===== config.mk =====
export PLATFORM = sky130hd
export DESIGN_NAME = cook_control
export DESIGN_NICKNAME = d
export VERILOG_FILES = /design/src/rtl/cook_control.sv
export SDC_FILE = /design/constraint.sdc
export NUM_CORES = 1
export LEC_CHECK = 0
export CAP_MARGIN = 0
export CORE_UTILIZATION = 42
export CTS_CLUSTER_DIAMETER = 200
export DETAILED_ROUTE_END_ITERATION = 7
export PLACE_DENSITY = 0.67
export SLEW_MARGIN = 15
export SYNTH_ARGS = -nofsm -noshare
export SYNTH_HDL_FRONTEND = slang
export SYNTH_SLANG_ARGS = --single-unit

===== constraint.sdc =====
create_clock -name clk -period 5.4 [get_ports clk]
set_input_delay 0.54 -clock clk [delete_from_list [all_inputs] [get_ports clk]]
set_output_delay 0.54 -clock clk [all_outputs]
set_load 0.01 [all_outputs]

===== src/rtl/cook_control.sv =====
// rtl/cook_control.sv - microwave cook session FSM with magnetron PWM, timer control and completion beep
module cook_control #(
  parameter int PWR_W       = 2,
  parameter int PWM_PERIOD  = 16,
  parameter int BEEP_CYCLES = 8
) (
  input  logic             clk,
  input  logic             rst,
  input  logic             startn,
  input  logic             stopn,
  input  logic             clearn,
  input  logic             door_closed,
  input  logic             timer_done,
  input  logic [PWR_W-1:0] power_lvl,
  output logic             mag_on,
  output logic             timer_en,
  output logic             timer_clr,
  output logic             beep,
  output logic             busy,
  output logic [1:0]       state
);

  localparam int CW = $clog2(PWM_PERIOD);
  localparam int DW = CW + PWR_W + 1;
  localparam int BW = $clog2(BEEP_CYCLES + 1);

  typedef enum logic [1:0] {
    IDLE  = 2'd0,
    COOK  = 2'd1,
    PAUSE = 2'd2,
    DONE  = 2'd3
  } state_t;

  state_t           state_q;
  state_t           state_d;
  logic             start_prev;   // start button was pressed last cycle
  logic             start_ev;
  logic             start_ok;
  logic             clr_req;
  logic             timer_clr_q;
  logic [CW-1:0]    pwm_cnt;
  logic [PWR_W-1:0] pwr_q;
  logic [BW-1:0]    beep_cnt;
  logic [DW-1:0]    duty;

  // start_prev resets as "pressed" so a button held through reset must be released first
  assign start_ev = ~startn & ~start_prev;
  assign start_ok = start_ev & door_closed & stopn & ~timer_done;

  // next-state selection; clear outranks stop/door, which outrank timer_done, which outranks start
  always_comb begin
    state_d = state_q;
    clr_req = 1'b0;
    case (state_q)
      IDLE: begin
        if (!clearn) begin
          clr_req = 1'b1;
        end else if (start_ok) begin
          state_d = COOK;
        end
      end
      COOK: begin
        if (!clearn) begin
          state_d = IDLE;
          clr_req = 1'b1;
        end else if (!stopn || !door_closed) begin
          state_d = PAUSE;
        end else if (timer_done) begin
          state_d = DONE;
        end
      end
      PAUSE: begin
        if (!clearn) begin
          state_d = IDLE;
          clr_req = 1'b1;
        end else if (start_ok) begin
          state_d = COOK;
        end
      end
      DONE: begin
        if (!clearn || start_ev || !door_closed || beep_cnt == '0) begin
          state_d = IDLE;
          clr_req = 1'b1;
        end
      end
      default: begin
        state_d = IDLE;
      end
    endcase
  end

  // state register, start edge history and registered timer clear
  always_ff @(posedge clk) begin
    if (rst) begin
      state_q     <= IDLE;
      start_prev  <= 1'b1;
      timer_clr_q <= 1'b0;
    end else begin
      state_q     <= state_d;
      start_prev  <= ~startn;
      timer_clr_q <= clr_req;
    end
  end

  // PWM phase and power latch: restart on COOK entry, reload power only on period wrap
  always_ff @(posedge clk) begin
    if (rst) begin
      pwm_cnt <= '0;
      pwr_q   <= '0;
    end else if (state_d == COOK && state_q != COOK) begin
      pwm_cnt <= '0;
      pwr_q   <= power_lvl;
    end else if (state_q == COOK) begin
      if (pwm_cnt == CW'(PWM_PERIOD - 1)) begin
        pwm_cnt <= '0;
        pwr_q   <= power_lvl;
      end else begin
        pwm_cnt <= pwm_cnt + CW'(1);
      end
    end
  end

  // beep length counter: loads on DONE entry, counts down to zero while in DONE
  always_ff @(posedge clk) begin
    if (rst) begin
      beep_cnt <= '0;
    end else if (state_d == DONE && state_q != DONE) begin
      beep_cnt <= BW'(BEEP_CYCLES - 1);
    end else if (state_q == DONE && beep_cnt != '0) begin
      beep_cnt <= beep_cnt - BW'(1);
    end
  end

  // on-time per period; widened so the top level reaches a full PWM_PERIOD
  always_comb begin
    duty = ((DW'(pwr_q) + DW'(1)) * DW'(PWM_PERIOD)) >> PWR_W;
  end

  assign mag_on    = (state_q == COOK) && (DW'(pwm_cnt) < duty);
  assign timer_en  = (state_q == COOK);
  assign timer_clr = timer_clr_q;
  assign beep      = (state_q == DONE);
  assign busy      = (state_q == COOK) || (state_q == PAUSE);
  assign state     = state_q;

endmodule


== After elaboration in Yosys (flattened, before gate mapping) ==
Index checks and enable logic that the tools add are counted.

* Add/subtract/negate cells: 3
* Order comparisons: 1
* Eq/ne operators: 8
* Muxes and demuxes: 17
* Bitwise logic cells: 7
* Reductions and logical operators: 22

{| class="wikitable"
|+ Operators with widths
! operator !! count
|-
| $mux W2 || 10
|-
| $pmux W2 S4 || 1
|-
| $eq A2 B2 Y1 const B || 3
|-
| $mux W3 || 2
|-
| $reduce_bool A2 Y1 || 3
|-
| $logic_or A1 B1 Y1 || 5
|-
| $lt A4 B5 Y1 || 1
|-
| $add A4 B1 Y4 const B || 1
|-
| $and A1 B1 Y1 || 4
|-
| $eq A2 B1 Y1 const B || 2
|-
| $eq A4 B4 Y1 const B || 1
|-
| $logic_and A1 B1 Y1 || 4
|-
| $logic_not A4 Y1 || 1
|-
| $mux W4 || 1
|-
| $reduce_bool A4 Y1 || 1
|-
| $reduce_or A2 Y1 || 2
|-
| $sub A4 B1 Y4 const B || 1
|-
| $add A2 B1 Y3 const B || 1
|-
| $logic_not A1 Y1 || 3
|-
| $not A1 Y1 || 3
|-
| $reduce_or A3 Y1 || 1
|-
| $logic_not A2 Y1 || 1
|-
| $mux W1 || 2
|-
| $ne A2 B1 Y1 const B || 1
|-
| 3 further kinds || 3
|}

* Register bits after elaboration: 14
* Input port bits: 9
* Output and inout port bits: 7
* Word-level logic and storage cells: 65

== Longest topological paths before layout ==
Gate-level depths: netlist of run 1.

* Depth in word-level cells: 12
* Depth in mapped cells: 9
* Mapped depth without buffers: 8

== Worst setup path before layout of run 1 ==
OpenSTA, ideal clock, no wires.

* Path type: reg-to-reg
* Start point: register state_q[1] (netlist: state[1])
* End point: register pwr_q[0]
* Library setup time: 120 ps
* Arrival: 1,967 ps
* Data required time: 5,280 ps
* Setup slack: 3,313 ps
* Stages on the path, launching flop included: 8
* Path buffers: 1
* Period minus slack after synthesis: 2,087 ps
* Cells stage by stage: dfxtp_1 -> inv_1 -> ha_1 -> buf_2 -> o31a_1 -> o21a_1 -> o41a_1 -> mux2i_1

* Elaborated cells between the ends (all ways): 19
* Those cells by class: 5 x eq/ne; 9 x mux; 5 x reduce/logical

{| class="wikitable"
|+ RTL lines
! item !! RTL line !! source
|-
| from (decl) || 34 || <nowiki>state_t state_q;</nowiki>
|-
| from (signal assigned) || 99 || <nowiki>state_q <= state_d;</nowiki>
|-
| $eq A2 B1 Y1 (*) || -- ||
|-
| net timer_en || 16 || <nowiki>output logic timer_en,</nowiki>
|-
| $pmux W2 S4 || 54 || <nowiki>case (state_q)</nowiki>
|-
| $eq A2 B1 Y1 || 110 || <nowiki>end else if (state_d == COOK && state_q != COOK) begin</nowiki>
|-
| $logic_and A1 B1 Y1 || 110 ||
|-
| $reduce_bool A2 Y1 (no line) || -- ||
|-
| $reduce_and A2 Y1 (no line) || -- ||
|-
| to (signal assigned) || 112 || <nowiki>pwr_q <= power_lvl;</nowiki>
|-
| to (signal assigned) || 116 || <nowiki>pwr_q <= power_lvl;</nowiki>
|-
| to (decl) || 42 || <nowiki>logic [PWR_W-1:0] pwr_q;</nowiki>
|}

Mark *: on every way through the listed nets, which the timed path passes. The rest lies on a longest branch.
A chain may end at the register's enable or synchronous reset.

== Final worst setup path of run 1 ==
* Start point: register pwr_q[0]
* End point: output port mag_on

* Word-level cells in the longest chain between the ends: 3

{| class="wikitable"
|+ RTL lines
! item !! RTL line !! source
|-
| $add A2 B1 Y3 || 136 || <nowiki>duty = ((DW'(pwr_q) + DW'(1)) * DW'(PWM_PERIOD)) >> PWR_W;</nowiki>
|-
| $lt A4 B5 Y1 || 139 || <nowiki>assign mag_on = (state_q == COOK) && (DW'(pwm_cnt) < duty);</nowiki>
|-
| $logic_and A1 B1 Y1 || 139 ||
|-
| to (decl) || 15 || <nowiki>output logic mag_on,</nowiki>
|}

No other way between the ends.

==> PnR_summary.wiki, run 1 <==
{| class="wikitable"
! Metric !! Value
|-
| Status || finished, final reports clean
|-
| HP Start || pwr_q[1]
|-
| Pwr per Cell Area || 185 mW/mm^2
|-
| Maxcap violations || 0
|-
| Clock buffer count from CTS || 3
|-
| Crit path DAT || 2.02 ns
|-
| CTS Buffer Depth || 2
|-
| GRT Resource Usage Total || 0.171
|-
| Starting density of the core || 0.467
|-
| Wire length of the first global-routing pass || 2620 um
|-
| Final Routed Wirelength || 1590 um
|-
| Clock tree sinks || 14
|-
| Number of buffers inserted by port buffering || 15
|-
| Die area || 0.00218 sq mm
|-
| Family with the most delay on the worst path || buffers and inverters
|-
| Worst slew margin relative to its limit || 0.557
|-
| Capture endpoint of the worst hold path || pwr_q[1]
|-
| TritonCTS clock tree || built
|-
| Worst Tran Pin Value || 0.664 ns
|-
| Syn Std Cell Area || 841 sq um
|-
| Overflow left after global routing || 0
|-
| Share of Yosys cell area claimed by the top area cell type || 0.333
|-
| GPL Wtd Cong || 0.839
|-
| Estimated wirelength of the detail-placed design || 1240 um
|-
| Number of global-route vias before repair || 670
|-
| Peak supply drop || 0.125 mV
|-
| Most frequent cells in the layout || 15 x sky130_fd_sc_hd__clkdlybuf4s50_1, 14 x sky130_fd_sc_hd__dfxtp_1, 13 x sky130_fd_sc_hd__nand2_1, 9 x sky130_fd_sc_hd__a21oi_1, 8 x sky130_fd_sc_hd__ha_1
|-
| Distinct cells, synth || 33
|-
| Category of the worst setup path capture point || primary output
|-
| Library cell with the largest summed area after synthesis || sky130_fd_sc_hd__dfxtp_1
|-
| Net count reported at finish || 134
|-
| Synthesized Nets || 115
|-
| Mean instance size in the synthesized netlist || 8.58 sq um
|-
| Tcrit/Tclk final || 0.475
|-
| # H-tree levels || 1
|-
| Count of pins on the block boundary || 16
|-
| Final Hold Fails || 0
|-
| Placement row count || 15
|-
| Quantity of gates resized following cts || 0
|-
| Post CTS Setup Buffer Count || 0
|-
| Number of cells traversed by the worst hold path || 2
|-
| Final critical path time including I/O delays and setup || 2.56 ns
|-
| End of the worst register-to-register path || pwr_q[0]
|-
| Leading cell type in the layout, fill and taps excluded || sky130_fd_sc_hd__clkdlybuf4s50_1
|-
| Initial antenna violation count || 0
|-
| Detailed Route Iter0 Violations || 4
|-
| Worst reg-to-reg setup slack || 3.12 ns
|-
| Count of yosys warnings during synthesis || 0
|-
| Critical path, cell by cell || ha_1, inv_1, ha_1, o21a_1, nor2_1, o21a_1, clkdlybuf4s50_1
|-
| Highest cell delay on the worst timing path || 0.52 ns
|-
| Clk Latency, worst-skew pair || 0.27 ns
|-
| Diode insertion count for antenna repair || 0
|-
| Area taken by flip-flops and latches || 280 sq um
|-
| Achievable frequency || 390 MHz
|-
| Length of the first detailed-routing pass in iterations || 4
|-
| Buffer cell driving the clock tree root || sky130_fd_sc_hd__clkbuf_4
|-
| Final routed wire length divided by cell count || 11.3 um
|-
| Area Growth Syn to Fin || 25.3%
|-
| Routed vias/inst || 5.28
|-
| Sequential share of the synthesized area || 0.333
|-
| Number of vias in the routed layout || 745
|-
| Startpoint type of the worst setup path || register
|-
| Critical path fanouts, max || 3
|-
| Number of inserted filler cells in the final layout || 174
|-
| Number of cells on the worst reg-to-reg path || 6
|-
| Multi-input combinational cell area || 529 sq um
|-
| Reg-to-Reg Start || state[1]
|-
| Cell type of the slowest stage on the worst timing path || sky130_fd_sc_hd__clkdlybuf4s50_1
|-
| Endpoint required time on the critical path || 4.86 ns
|-
| Crit Path Category || register to primary output
|-
| Cell leakage power || 0.405 nW
|-
| Count of final setup violators || 0
|-
| Top post-synthesis cells by area || sky130_fd_sc_hd__dfxtp_1 33%, sky130_fd_sc_hd__ha_1 12%, sky130_fd_sc_hd__nand2_1 5.8%
|-
| Hold bufs inserted after CTS || 0
|-
| Pins over their slew limit || 0
|-
| Core box area || 0.00180 sq mm
|-
| Post-route ant nets || 0
|-
| Final cell utilization of the core || 0.585
|-
| Share of cells above drive strength 1 || 0.0948
|-
| Width of the chip || 46.7 um
|-
| Hold/Removal Path Class || register to register
|-
| Worst setup skew after layout || 0.00327 ns
|-
| Final setup TNS || 0 ns
|-
| Pin count of the biggest net entering global routing || 13
|-
| Combined buffer and inverter count along the critical path || 2
|-
| Synthesized instance count || 98
|-
| Clock input transition at the sequential cells of the worst setup and hold paths || 0.09 ns
|-
| Chip height || 46.7 um
|-
| Number of synthesized register bits || 14
|-
| Remaining routing DRC violations || 0
|-
| Unrepaired setup endpoints after global routing || no
|}
## worst max path at each step
stage | startpoint | end | slack, ns | cells after the start
2_1_floorplan | state[1] | pwr_q[0] | 3.31 | 7
3_3_place_gp | timer_done | pwr_q[1] | 2.86 | 6
3_5_place_dp | door_closed | pwr_q[1] | 2.84 | 6
4_1_cts | pwr_q[0] | mag_on | 2.80 | 7
5_1_grt | pwr_q[0] | mag_on | 2.72 | 7
6_report | pwr_q[0] | mag_on | 2.84 | 7
## cell families after synthesis
kind of cell,synth area share
simple gates,0.247
compound gates,0.185
flops,0.333
buf+inv,0.0372
fa+ha+maj,0.119
mux,0.0476
xor+xnor,0.0313
## routing by layer
layer	track usage	vias to the layer above	routed length (um)
met4	0.0857	0	27
met2	0.308	23	741
met1	0.181	332	751
li1	-	386	-
met5	0	-	0
met3	0.0462	4	73
## synth_stat cells
library cell,number
sky130_fd_sc_hd__dfxtp_1,14
sky130_fd_sc_hd__nand2_1,13
sky130_fd_sc_hd__a21oi_1,9
sky130_fd_sc_hd__ha_1,8
sky130_fd_sc_hd__inv_1,7
sky130_fd_sc_hd__nor2_1,6
sky130_fd_sc_hd__mux2i_1,4
sky130_fd_sc_hd__nor3_1,3
sky130_fd_sc_hd__o21a_1,3
sky130_fd_sc_hd__o21ai_0,3
sky130_fd_sc_hd__a31oi_1,2
sky130_fd_sc_hd__and3_2,2
sky130_fd_sc_hd__and3b_1,2
sky130_fd_sc_hd__nand4_1,2
sky130_fd_sc_hd__xnor2_1,2
sky130_fd_sc_hd__a21boi_1,1
sky130_fd_sc_hd__a21o_1,1
sky130_fd_sc_hd__a221oi_1,1
sky130_fd_sc_hd__and2_1,1
sky130_fd_sc_hd__and2_2,1
sky130_fd_sc_hd__and3_1,1
sky130_fd_sc_hd__buf_2,1
sky130_fd_sc_hd__nand3_1,1
sky130_fd_sc_hd__nand3b_1,1
sky130_fd_sc_hd__nor2_4,1
sky130_fd_sc_hd__nor3b_1,1
sky130_fd_sc_hd__nor3b_2,1
sky130_fd_sc_hd__o31a_1,1
sky130_fd_sc_hd__o41a_1,1
sky130_fd_sc_hd__o41ai_2,1
sky130_fd_sc_hd__or2_2,1
sky130_fd_sc_hd__or3_1,1
sky130_fd_sc_hd__xor2_1,1
## final cells by class
| class | instances | area share |
|---|---|---|
| Timing Repair Buffer | 15 | 0.143 |
| Tap cell | 25 | 0.0297 |
| Clock buffer | 4 | 0.0344 |
| Inverter | 7 | 0.0249 |
| Sequential cell | 14 | 0.266 |
| Multi-Input combinational cell | 76 | 0.502 |
## stage by stage
| step | power, mW | setup slack, ns | hold slack, ns | std cells | cell area, sq um |
|---|---|---|---|---|---|
| 6_report | 0.195 | 2.84 | 0.472 | 141 | 1050 |
| 5_1_grt | 0.204 | 2.72 | 0.484 | 141 | 1050 |
| 4_1_cts | 0.197 | 2.80 | 0.474 | 141 | 1050 |
| 3_5_place_dp | 0.123 | 2.84 | 0.461 | 137 | 1020 |
| 3_3_place_gp | 0.122 | 2.86 | 0.458 | 137 | 1020 |
| 2_1_floorplan | 0.113 | 3.31 | 0.442 | 98 | 841 |
## worst reg2reg max path: stages (launching register included)
cell                       delay [ns]
sky130_fd_sc_hd__dfxtp_1         0.40
sky130_fd_sc_hd__inv_1           0.09
sky130_fd_sc_hd__ha_1            0.36
sky130_fd_sc_hd__and3b_1         0.28
sky130_fd_sc_hd__a221oi_1        0.60
sky130_fd_sc_hd__o41a_1          0.29
sky130_fd_sc_hd__mux2i_1         0.18
## report_power, final
part	internal [mW]	total [mW]	switching [mW]
Clock	0.0410	0.0745	0.0335
Sequential	0.104	0.105	0.000642
Combinational	0.00880	0.0153	0.00654
## registers in the layout, indices dropped and copies added, names as in the netlist
signal,flops
start_prev,1
pwm_cnt,4
state,2
beep_cnt,4
timer_clr,1
pwr_q,2
(Power assumes the default switching activity.)
==> run 2: changes to the inputs <==
==> constraint.sdc (replaced) <==
create_clock -name clk -period 2.4 [get_ports clk]
set_input_delay 0.24 -clock clk [delete_from_list [all_inputs] [get_ports clk]]
set_output_delay 0.24 -clock clk [all_outputs]
set_load 0.01 [all_outputs]
==> PnR_summary.wiki, run 2 (synthesis results as in run 1) <==
{| class="wikitable"
! Metric !! Value
|-
| Detailed Route Iter0 Violations || 6 (+2)
|-
| Highest layer used for signal routing || met4
|-
| Width of the chip || 46.7 um (unchanged)
|-
| Placement row count || 15 (unchanged)
|-
| Pins over their slew limit || 0 (unchanged)
|-
| Quantity of gates resized following cts || 0 (unchanged)
|-
| Pwr per Cell Area || 411 mW/mm^2 (+120%)
|-
| Number of global-route vias before repair || 653 (-2.5%)
|-
| Crit Path Category || register to primary output
|-
| Area Growth Syn to Fin || 27.1%
|-
| Worst Tran Pin Value || 0.454 ns (-0.210 ns)
|-
| Worst slew margin relative to its limit || 0.694 (+0.137)
|-
| Endpoint required time on the critical path || 2.16 ns (-2.70 ns)
|-
| Post-route ant nets || 0 (unchanged)
|-
| Peak supply drop || 0.226 mV (+81%)
|-
| Final critical path time including I/O delays and setup || 2.24 ns
|-
| Estimated wirelength of the detail-placed design || 1230 um (-1.1%)
|-
| Crit path DAT || 2.00 ns (-0.02 ns)
|-
| Clk Latency, worst-skew pair || 0.28 ns (about the same)
|-
| GPL Wtd Cong || 0.834 (-0.62%)
|-
| Overflow left after global routing || 0 (unchanged)
|-
| Count of pins on the block boundary || 16 (unchanged)
|-
| Initial antenna violation count || 0 (unchanged)
|-
| Critical path origin || pwr_q[0]
|-
| Met1 layer wirelength in the final routing || 742 um (-1.2%)
|-
| Largest registers ranked by flip-flop count || beep_cnt x4, pwm_cnt x4
|-
| Share of total power consumed by net switching || 0.210 (+0.00110)
|-
| Unrepaired setup endpoints after global routing || no
|-
| Wire length of the first global-routing pass || 2570 um (-1.9%)
|-
| Hold bufs inserted after CTS || 0 (unchanged)
|-
| Share of cells above drive strength 1 || 0.110 (+0.0153)
|-
| GRT Resource Usage Total || 0.167 (-0.00344)
|-
| CTS Buffer Depth || 2 (unchanged)
|-
| Post CTS Setup Buffer Count || 0 (unchanged)
|-
| Critical path fanouts, max || 3 (unchanged)
|-
| DR WL met3 || 74 um (+1.4%)
|-
| Core box area || 0.00180 sq mm (unchanged)
|-
| Die area || 0.00218 sq mm (unchanged)
|-
| Hold/Removal Path Class || register to register
|-
| Achievable frequency || 446 MHz
|-
| Final routed wire length divided by cell count || 11.1 um (-1.7%)
|-
| Net count reported at finish || 136 (+1.5%)
|-
| Clock input transition at the sequential cells of the worst setup and hold paths || 0.09 ns (about the same)
|-
| Switching power of the nets || 0.0923 mW (+130%)
|-
| Number of cells on the worst reg-to-reg path || 7 (+1)
|-
| Number of buffers inserted by port buffering || 15 (unchanged)
|-
| Reg-to-Reg Start || state[0]
|-
| Least setup slack across all paths after layout || 0.157 ns (-2.68 ns)
|-
| Diode insertion count for antenna repair || 0 (unchanged)
|-
| Leading cell type in the layout, fill and taps excluded || sky130_fd_sc_hd__clkdlybuf4s50_1
|-
| Final setup TNS || 0 ns (unchanged)
|-
| Clock buffer count from CTS || 3 (unchanged)
|-
| Starting density of the core || 0.467 (unchanged)
|-
| Final Routed Wirelength || 1590 um (-0.31%)
|-
| Chip height || 46.7 um (unchanged)
|-
| Portion of total power attributed to combinational logic || 0.079 (about the same)
|-
| Maxcap violations || 0 (unchanged)
|-
| Power Internal || 0.347 mW (+130%)
|-
| Count of final setup violators || 0 (unchanged)
|-
| Setup slack after placement || 0.176 ns (-2.67 ns)
|-
| Critical Path End || mag_on
|-
| Tcrit/Tclk final || 0.934
|-
| Most frequent cells in the layout || 15 x sky130_fd_sc_hd__clkdlybuf4s50_1, 14 x sky130_fd_sc_hd__dfxtp_1, 13 x sky130_fd_sc_hd__nand2_1, 9 x sky130_fd_sc_hd__a21oi_1, 8 x sky130_fd_sc_hd__ha_1
|-
| Cell leakage power || 0.415 nW (+2.4%)
|-
| # H-tree levels || 1 (unchanged)
|-
| End of the worst register-to-register path || pwm_cnt[2]
|-
| Status || finished, final reports clean
|-
| Worst setup skew after layout || 0.00437 ns (+0.00110 ns)
|-
| Part of the total power dissipated in the clock network || 0.383 (about the same)
|-
| Number of vias in the routed layout || 748 (+0.40%)
|-
| TritonCTS clock tree || built
|-
| Overall power of the completed layout || 0.439 mW (+130%)
|-
| Number of inserted filler cells in the final layout || 168 (-3.4%)
|-
| Pin count of the biggest net entering global routing || 10 (-3)
|-
| Clock tree sinks || 14 (unchanged)
|-
| Category of the worst setup path capture point || primary output
|-
| Remaining routing DRC violations || 0 (unchanged)
|-
| Length of the first detailed-routing pass in iterations || 4 (unchanged)
|-
| Buffer cell driving the clock tree root || sky130_fd_sc_hd__clkbuf_4
|-
| Worst reg-to-reg setup slack || 0.31 ns (-2.81 ns)
|-
| Startpoint type of the worst setup path || register
|-
| Routed vias/inst || 5.23 (-1.0%)
|-
| Final Hold Fails || 0 (unchanged)
|-
| Share of power burned in registers || 0.537 (about the same)
|-
| Met2 wirelength from detailed routing || 759 um (+2.4%)
|}
## run 2: per-stage QoR
step	util	instance area (sq um)	hold slack, ns	cells
3_3_place_gp	0.573	1030	0.457	139
4_1_cts	0.593	1070	0.483	143
5_1_grt	0.593	1070	0.490	143
3_5_place_dp	0.573	1030	0.469	139
2_1_floorplan	-	841	0.302	98
6_report	0.593	1070	0.477	143
## run 2: how the worst min path moves through the flow
stage	from	end	cells past startpoint
final	pwr_q[1]	pwr_q[1]	2
after global placement	pwr_q[1]	pwr_q[1]	2
after floorplan	startn	start_prev	1
after CTS	pwr_q[1]	pwr_q[1]	2
after global routing	pwr_q[1]	pwr_q[1]	2
after detailed placement	pwr_q[1]	pwr_q[1]	2
## run 2: cell type report
cell class              count  area (sq um)  area share
repair buffers             17           165       0.155
clock buffers               4          36.3      0.0340
inverters                   7          26.3      0.0246
multi-input cells          76           529       0.495
flip-flops and latches     14           280       0.262
well taps                  25          31.3      0.0293
## run 2: metal layers
metal  vias up  track usage
met5         -            0
met4         0       0.0857
met3         2       0.0462
met2        17        0.278
met1       340        0.197
li1        389            -
## run 2: power groups by stage
stage | combinational [mW] | sequential (mW) | clock, mW
2_1_floorplan | 0.0118 | 0.242 | 0
3_3_place_gp | 0.0345 | 0.241 | 0
3_5_place_dp | 0.0348 | 0.241 | 0
4_1_cts | 0.0351 | 0.236 | 0.176
5_1_grt | 0.0377 | 0.236 | 0.186
6_report | 0.0349 | 0.236 | 0.168
## run 2: critical path: stages (launching register included)
cell and delay [ns]:
sky130_fd_sc_hd__dfxtp_1 0.34, sky130_fd_sc_hd__ha_1 0.27, sky130_fd_sc_hd__inv_1 0.04, sky130_fd_sc_hd__ha_1 0.26, sky130_fd_sc_hd__o21a_1 0.10, sky130_fd_sc_hd__nor2_1 0.08
sky130_fd_sc_hd__o21a_1 0.11, sky130_fd_sc_hd__clkdlybuf4s50_1 0.52
==> run 3: changes to the inputs <==
--- a/config.mk
+++ b/config.mk
@@ -10,7 +10,7 @@
 export CTS_CLUSTER_DIAMETER = 200
 export DETAILED_ROUTE_END_ITERATION = 7
 export PLACE_DENSITY = 0.67
-export SLEW_MARGIN = 15
+export SLEW_MARGIN = 0
 export SYNTH_ARGS = -nofsm -noshare
 export SYNTH_HDL_FRONTEND = slang
 export SYNTH_SLANG_ARGS = --single-unit
==> results of run 3 <==
Final layout, timing and power as in run 2 (identical DEF).
